## src/rtl/multicycle_control_unit_pkg.sv

```systemverilog
// Shared encodings for the multicycle RV64 control path: FSM states,
// major opcodes, ALU operation and ALU operand-B select codes, and the
// packed control vector driven onto the datapath muxes and enables.
package multicycle_control_unit_pkg;

    typedef enum logic [3:0] {
        ST_FETCH     = 4'd0,
        ST_DECODE    = 4'd1,
        ST_MEM_ADDR  = 4'd2,
        ST_MEM_READ  = 4'd3,
        ST_MEM_WB    = 4'd4,
        ST_MEM_WRITE = 4'd5,
        ST_EXECUTE   = 4'd6,
        ST_ALU_WB    = 4'd7,
        ST_BRANCH    = 4'd8,
        ST_TRAP      = 4'd9
    } state_t;

    localparam logic [6:0] OP_LOAD   = 7'b0000011;
    localparam logic [6:0] OP_STORE  = 7'b0100011;
    localparam logic [6:0] OP_RTYPE  = 7'b0110011;
    localparam logic [6:0] OP_BRANCH = 7'b1100011;

    localparam logic [1:0] ALU_OP_ADD   = 2'b00;
    localparam logic [1:0] ALU_OP_SUB   = 2'b01;
    localparam logic [1:0] ALU_OP_FUNCT = 2'b10;

    localparam logic [1:0] SRC_B_RS2  = 2'b00;
    localparam logic [1:0] SRC_B_FOUR = 2'b01;
    localparam logic [1:0] SRC_B_IMM  = 2'b10;

    typedef struct packed {
        logic       pc_write;
        logic       pc_write_cond;
        logic       pc_source;
        logic       i_or_d;
        logic       mem_read;
        logic       mem_write;
        logic       ir_write;
        logic       mem_to_reg;
        logic       reg_write;
        logic       alu_src_a;
        logic [1:0] alu_src_b;
        logic [1:0] alu_op;
        logic       illegal;
    } ctrl_t;

endpackage

```

## src/rtl/multicycle_control_unit_decode.sv

```systemverilog
// Purely combinational state-to-control-vector map. Any encoding that is
// not a defined state yields an all-zero vector, so no strobe fires while
// the FSM recovers from a corrupted state register.
module control_output_decode
    import multicycle_control_unit_pkg::*;
(
    input  logic [3:0] state,
    output ctrl_t      ctrl
);

    // Moore output table: every field defaults to 0, each state raises its own set
    always_comb begin
        ctrl = '0;
        case (state)
            ST_FETCH: begin
                ctrl.mem_read  = 1'b1;
                ctrl.ir_write  = 1'b1;
                ctrl.pc_write  = 1'b1;
                ctrl.alu_src_b = SRC_B_FOUR;
                ctrl.alu_op    = ALU_OP_ADD;
            end
            ST_DECODE: begin
                ctrl.alu_src_b = SRC_B_IMM;
                ctrl.alu_op    = ALU_OP_ADD;
            end
            ST_MEM_ADDR: begin
                ctrl.alu_src_a = 1'b1;
                ctrl.alu_src_b = SRC_B_IMM;
                ctrl.alu_op    = ALU_OP_ADD;
            end
            ST_MEM_READ: begin
                ctrl.mem_read = 1'b1;
                ctrl.i_or_d   = 1'b1;
            end
            ST_MEM_WB: begin
                ctrl.reg_write  = 1'b1;
                ctrl.mem_to_reg = 1'b1;
            end
            ST_MEM_WRITE: begin
                ctrl.mem_write = 1'b1;
                ctrl.i_or_d    = 1'b1;
            end
            ST_EXECUTE: begin
                ctrl.alu_src_a = 1'b1;
                ctrl.alu_src_b = SRC_B_RS2;
                ctrl.alu_op    = ALU_OP_FUNCT;
            end
            ST_ALU_WB: begin
                ctrl.reg_write = 1'b1;
            end
            ST_BRANCH: begin
                ctrl.alu_src_a     = 1'b1;
                ctrl.alu_src_b     = SRC_B_RS2;
                ctrl.alu_op        = ALU_OP_SUB;
                ctrl.pc_write_cond = 1'b1;
                ctrl.pc_source     = 1'b1;
            end
            ST_TRAP: begin
                ctrl.illegal = 1'b1;
            end
            default: ctrl = '0;
        endcase
    end

endmodule

```

## src/rtl/multicycle_control_unit.sv

```systemverilog
// Multicycle control FSM for the shared RV64 datapath. Holds the state
// register and next-state logic; outputs come from control_output_decode
// and depend on the state register only.
// Optional feature: define MULTICYCLE_MEM_WAIT_EN to make FETCH, MEM_READ
// and MEM_WRITE hold until mem_ready is high. Without it every memory
// access completes in one cycle and mem_ready is ignored.
module multicycle_control_unit
    import multicycle_control_unit_pkg::*;
(
    input  logic       clk,
    input  logic       reset,
    input  logic [6:0] opcode,
    input  logic       mem_ready,
    output logic       pc_write,
    output logic       pc_write_cond,
    output logic       pc_source,
    output logic       i_or_d,
    output logic       mem_read,
    output logic       mem_write,
    output logic       ir_write,
    output logic       mem_to_reg,
    output logic       reg_write,
    output logic       alu_src_a,
    output logic [1:0] alu_src_b,
    output logic [1:0] alu_op,
    output logic       illegal,
    output logic [3:0] state
);

    state_t state_reg;
    state_t state_next;
    logic   mem_done;
    ctrl_t  ctrl;

`ifdef MULTICYCLE_MEM_WAIT_EN
    // Memory states advance only on the edge where the memory reports completion;
    // their strobes stay asserted for the whole hold.
    assign mem_done = mem_ready;
`else
    // Single-cycle memory: the handshake input has no effect.
    logic unused_mem_ready;
    assign unused_mem_ready = mem_ready;
    assign mem_done = 1'b1;
`endif

    // State register; reset aborts any instruction in flight and restarts at FETCH
    always_ff @(posedge clk or posedge reset) begin
        if (reset) begin
            state_reg <= ST_FETCH;
        end else begin
            state_reg <= state_next;
        end
    end

    // Next-state logic; opcode is examined only in DECODE and MEM_ADDR
    always_comb begin
        state_next = ST_FETCH;
        case (state_reg)
            ST_FETCH:     state_next = mem_done ? ST_DECODE : ST_FETCH;
            ST_DECODE: begin
                case (opcode)
                    OP_LOAD,
                    OP_STORE:  state_next = ST_MEM_ADDR;
                    OP_RTYPE:  state_next = ST_EXECUTE;
                    OP_BRANCH: state_next = ST_BRANCH;
                    default:   state_next = ST_TRAP;
                endcase
            end
            ST_MEM_ADDR: begin
                // An opcode that is neither ld nor sd here is treated as illegal
                case (opcode)
                    OP_LOAD:  state_next = ST_MEM_READ;
                    OP_STORE: state_next = ST_MEM_WRITE;
                    default:  state_next = ST_TRAP;
                endcase
            end
            ST_MEM_READ:  state_next = mem_done ? ST_MEM_WB : ST_MEM_READ;
            ST_MEM_WB:    state_next = ST_FETCH;
            ST_MEM_WRITE: state_next = mem_done ? ST_FETCH : ST_MEM_WRITE;
            ST_EXECUTE:   state_next = ST_ALU_WB;
            ST_ALU_WB:    state_next = ST_FETCH;
            ST_BRANCH:    state_next = ST_FETCH;
            ST_TRAP:      state_next = ST_TRAP;
            default:      state_next = ST_FETCH;
        endcase
    end

    control_output_decode u_decode (
        .state (state_reg),
        .ctrl  (ctrl)
    );

    assign pc_write      = ctrl.pc_write;
    assign pc_write_cond = ctrl.pc_write_cond;
    assign pc_source     = ctrl.pc_source;
    assign i_or_d        = ctrl.i_or_d;
    assign mem_read      = ctrl.mem_read;
    assign mem_write     = ctrl.mem_write;
    assign ir_write      = ctrl.ir_write;
    assign mem_to_reg    = ctrl.mem_to_reg;
    assign reg_write     = ctrl.reg_write;
    assign alu_src_a     = ctrl.alu_src_a;
    assign alu_src_b     = ctrl.alu_src_b;
    assign alu_op        = ctrl.alu_op;
    assign illegal       = ctrl.illegal;
    assign state         = state_reg;

endmodule

```

## config.mk

```make
export PLATFORM = sky130hd
export DESIGN_NAME = multicycle_control_unit
export DESIGN_NICKNAME = d
export VERILOG_FILES = /design/src/rtl/multicycle_control_unit_pkg.sv /design/src/rtl/multicycle_control_unit_decode.sv /design/src/rtl/multicycle_control_unit.sv
export SDC_FILE = /design/constraint.sdc
export NUM_CORES = 1
export LEC_CHECK = 0
export ABC_AREA = 1
export BUFFER_PORTS_ARGS = -buffer_cell sky130_fd_sc_hd__buf_2
export CORE_AREA = 2 2 39 41
export DETAILED_ROUTE_END_ITERATION = 10
export DIE_AREA = 0 0 41 43
export PLACE_DENSITY = 0.62
export SYNTH_ARGS = -nofsm -noshare
export SYNTH_HDL_FRONTEND = slang
export SYNTH_SLANG_ARGS = --single-unit
```

## constraint.sdc

```tcl
create_clock -name clk -period 1.91 [get_ports clk]
set_input_delay 0.4775 -clock clk [delete_from_list [all_inputs] [get_ports clk]]
set_output_delay 0.4775 -clock clk [all_outputs]
set_load 0.01 [all_outputs]
```

## Word level (Yosys, flattened, before mapping)

Cells that the tools add are included.

- Mux-type cells: 13
- Reductions and logical operators: 7
- Equality and inequality tests: 13

Operator list:

| operator | count |
|---|---|
| $pmux 4 s6 | 1 |
| $eq 4x3->1 const B | 4 |
| $pmux 4 s4 | 1 |
| $eq 7x6->1 const B | 2 |
| $pmux 4 s3 | 1 |
| $reduce_or 2->1 | 5 |
| $eq 4x2->1 const B | 2 |
| $eq 4x4->1 const B | 2 |
| $mux 1 | 8 |
| $pmux 4 s2 | 1 |
| $eq 7x2->1 const B | 1 |
| $eq 7x7->1 const B | 1 |
| $eq 4x1->1 const B | 1 |
| $logic_not 4->1 | 1 |
| $reduce_or 3->1 | 1 |
| $mux 2 | 1 |

- Bits in registers: 4
- Output and inout port bits: 19
- Logic and storage cells: 34
- Input port bits: 10

## Depth between registers and ports, before layout

- Word-level depth: 4
- Mapped depth: 7
- Gate-level depth less buffers: 7

## By module

Synthesis repeated with hierarchy kept, for this count alone.

- Cells, all modules: 90
- Area total of the unflattened synthesis: 480.5 um2

Modules (own cells, without submodules):

| module | seq. area each (um2) | cells each | area each (um2) | times used |
|---|---|---|---|---|
| multicycle_control_unit | 100.1 | 50 | 315.3 | 1 |
| control_output_decode | 0.0 | 40 | 165.2 | 1 |

## Least setup slack after synthesis

No wires, ideal clock.

- Path kind: register to output
- From: reg state_reg[1], in the netlist state[1]
- To: out pc_write_cond
- Buffers on the path: 1
- Required time: 1.432 ns
- Arrival: 1.105 ns
- Stages on the path, launching flop included: 5
- Setup slack: 0.328 ns
- Cell sequence: dfrtp_1 > nor2_1 > inv_2 > nor3_2 > buf_4

- Longest elaborated chain between the ends: 2

Ends and longest elaborated chain:

| what | RTL line | text |
|---|---|---|
| start, declared | multicycle_control_unit.sv:30 | `state_t state_reg;` |
| start signal, assigned | multicycle_control_unit.sv:51 | `state_reg <= state_next;` |
| $eq 4x4->1 | multicycle_control_unit_decode.sv:14 | `case (state)` |
| $mux 2 | multicycle_control_unit_decode.sv:14 |  |
| end, declared | multicycle_control_unit.sv:15 | `output logic pc_write_cond,` |

No other way between the ends.

## Worst setup path in the final report

- From: reg state_reg[1], in the netlist state[1]
- To: out alu_src_a

- Longest elaborated chain between the ends: 3
- Elaborated cells between the ends (all ways): 5
- Those cells by class: eq/ne (3); mux (1); reduce/logical (1)

Ends and longest elaborated chain:

| what | RTL line | text |
|---|---|---|
| $eq 4x2->1, or another cell as far along | multicycle_control_unit_decode.sv:14 |  |
| $reduce_or 3->1 (no source line) * | n/a |  |
| $mux 1 * | multicycle_control_unit_decode.sv:14 |  |
| end, declared | multicycle_control_unit.sv:23 | `output logic alu_src_a,` |

Every way passes the cells marked *; elsewhere a longest branch is shown, timed or not.

==> metrics.md <==
| Metric | Value |
|---|---|
| Run status | `finished, final reports clean` |
| Core region area | `0.00138 sq mm` |
| Top cell type's share of synthesized area | `22.5%` |
| Sw Share | `50.7%` |
| GPL Wtd Cong | `0.763` |
| Critical path's slowest cell | `dfrtp_2` |
| Post-DP HPWL | `818 microns` |
| Worst setup margin | `0.141 ns` |
| Largest register FFs | `4` |
| Cts bufs inserted | `3` |
| Layout area overhead | `36.9%` |
| Synth area leader | `dfrtp_1` |
| Top cells by area, synth | `dfrtp_1 (23%), nand2_1 (14%), inv_1 (12%)` |
| Finish-stage setup viols | `0` |
| Site Rows | `14` |
| Max-cap violations | `0` |
| Clock network fraction of total power | `15.6%` |
| Tcrit/Tclk final | `92.6%` |
| CP cell instances | `nor2_1 > inv_2 > nor3_2 > inv_1 > nand2_1 > buf_2` |
| Io pins | `29` |
| Dpl ws | `0.369 ns` |
| Hold Crit Class | `in2async` |
| Largest net degree at the start of global routing | `8` |
| Critical path arrival | `1.29 ns` |
| CTS H-tree depth | `1` |
| Met1 usage | `13.4%` |
| PortBufs | `27` |
| Post-layout minimum cycle time | `1.77 ns` |
| Residual overflow from global routing | `0` |
| Crit path max-delay family | `flip-flops` |
| Clock transition at path regs | `0.04 ns` |
| Post-synth top cells | `nand2_1 (16), inv_1 (14), nor2_1 (12), nand3_1 (5)` |
| DRT Pass-1 Iters | `4` |
| Power Density | `1170 mW/mm^2` |
| Synth async-reset ratio | `100%` |
| Clock buffer depth | `2` |
| Nature of the critical path endpoint | `output pin` |
| RSZ-0062 raised after global routing | `no` |
| Final hold violation count | `0` |
| Synthesized cell area | `444 sq um` |
| First-pass GRT wire length | `1430 microns` |
| ANT cells | `0` |
| Required time of the critical path | `1.43 ns` |
| FF+latch count, synth | `4` |
| GR Layer Usage met2 | `19.4%` |
| Buffers & Inverters on Critical Path | `3` |
| GRT busiest layer | `met2` |
| Number of synthesized flops with an enable pin | `0` |
| Post-detailed-route count of antenna-violating nets | `0` |
| Reg2reg end | `state[0]$_DFF_PP0_` |
| Switching Power | `0.000360 W` |
| Detailed Route WL | `978 microns` |
| Routed vias | `508` |
| Dominant synthesized flop cell | `dfrtp_1` |
| Count leader, synth | `nand2_1` |
| Number of global-route vias before repair | `383` |
| Die area | `0.00176 sq mm` |
| Iteration-0 DRC Markers | `6` |
| Fin. max-slew vios | `0` |
| Die Width | `41 microns` |
| CTS tree | `yes` |
| Combinational power share | `65.8%` |
| Seq pwr share | `18.6%` |
| Slew @ Worst Pin | `0.242 ns` |
| Worst r2r path cells | `6` |
| Met3 usage | `3.14%` |
| Syn_nets | `83` |
| Internal Power | `0.000351 W` |
| Fmax | `0.565 GHz` |
| Die H | `43 microns` |
| Fin Clk Skew | `0.00415 ns` |
| Fin Setup TNS | `0 ns` |
| Setup slack, reg-to-reg | `0.85 ns` |
| Wire per inst | `8.36 microns` |
| Crit Path Max Fanout | `7` |
| Syn avg cell area | `6.08 sq um` |
| Vias per cell | `4.34` |
| Worst Setup Start Kind | `register` |
| RR Startpoint | `state[0]$_DFF_PP0_` |
| DRC violation count after routing | `0` |
| Post-CTS Setup Bufs | `0` |
| Final #Nets | `113` |
| Clk sink count | `4` |
| Initial Util | `32.1%` |
| Cell variety after synth | `16` |
| Leak | `0.378 nW` |
| Tot GR Track Use | `12.5%` |
| Synth warn | `0` |
| Maximum vdd ir drop | `0.000439 V` |
| Slew Limit Headroom | `83.8%` |
| Mapped Cells | `73` |
| Worst skew pair latency | `0.24 ns` |
| WS Path Type | `reg2out` |
| Sequential area share after synthesis | `22.5%` |
| Antenna violations before repair | `0` |
| Root buffer cell | `clkbuf_4` |
| CP peak stage delay | `0.44 ns` |
| Share of cells above drive strength 1 | `43.6%` |
==> routing by layer <==
layer / part of all wire (%) / up-vias
li1: - / 274
met1: 44 / 208
met2: 45 / 24
met3: 8.6 / 2
met4: 2.6 / 0
met5: 0 / -
==> metrics by stage <==
stage | area (sq um) | total power (W) | std cells | hold slack [ns] | utilization [%]
detailed placement | 584 | 0.000607 | 114 | 0.358 | 42.2
global route | 608 | 0.000784 | 117 | 0.120 | 43.9
CTS | 607 | 0.000721 | 117 | 0.0987 | 43.9
floorplan | 444 | 0.000471 | 73 | 0.244 | -
global placement | 584 | 0.000603 | 114 | 0.354 | 42.2
finish | 608 | 0.000711 | 117 | 0.0975 | 43.9
==> final cells by class <==
class                   count  area, sq um
repair buffers             27          135
well taps                  16         20.0
fillers                   148          776
inverters                  16         60.1
multi-input cells          51          269
clock buffers               3         22.5
flip-flops and latches      4          101
==> repair_timing <==
action / in CTS / in global routing
endpoints found under the setup margin: 0 / 1
resized for setup: 0 / 1
hold buffers: 0 / 0
==> power by group through the flow <==
stage | Clock [W] | Combinational, W | Sequential, W
2_1_floorplan | 0 | 0.000329 | 0.000142
4_1_cts | 0.000113 | 0.000476 | 0.000132
6_report | 0.000111 | 0.000468 | 0.000132
5_1_grt | 0.000117 | 0.000533 | 0.000134
3_5_place_dp | 0 | 0.000474 | 0.000133
3_3_place_gp | 0 | 0.000471 | 0.000132
==> cells by family (layout without fill, tap and decap cells) <==
group / after synthesis / after routing / synth area share (%)
simple gates: 46 / 46 / 54.1
buf+inv: 18 / 46 / 16.9
compound gates: 5 / 5 / 6.48
flops: 4 / 4 / 22.5
==> placed cells by master (no fill, tap or decap), drive strengths merged <==
| master | instances |
|---|---|
| buf | 27 |
| nand2 | 18 |
| nor2 | 18 |
| inv | 16 |
| nand3 | 7 |
| dfrtp | 4 |
| a21oi | 3 |
| clkbuf | 3 |
| nor3 | 3 |
| o211ai | 1 |
| o22ai | 1 |
==> how the worst max path moves through the flow <==
stage / endpoint / slack (ns) / from / depth (start not counted)
2_1_floorplan: pc_write_cond / 0.33 / state[1]$_DFF_PP0_ / 4
4_1_cts: alu_src_a / 0.11 / state[1]$_DFF_PP0_ / 6
5_1_grt: alu_src_a / 0.02 / state[1]$_DFF_PP0_ / 6
6_report: alu_src_a / 0.14 / state[1]$_DFF_PP0_ / 6
3_5_place_dp: alu_src_a / 0.37 / state[1]$_DFF_PP0_ / 6
3_3_place_gp: alu_src_a / 0.39 / state[1]$_DFF_PP0_ / 6
No activity file was read; power rests on OpenSTA's default activity.
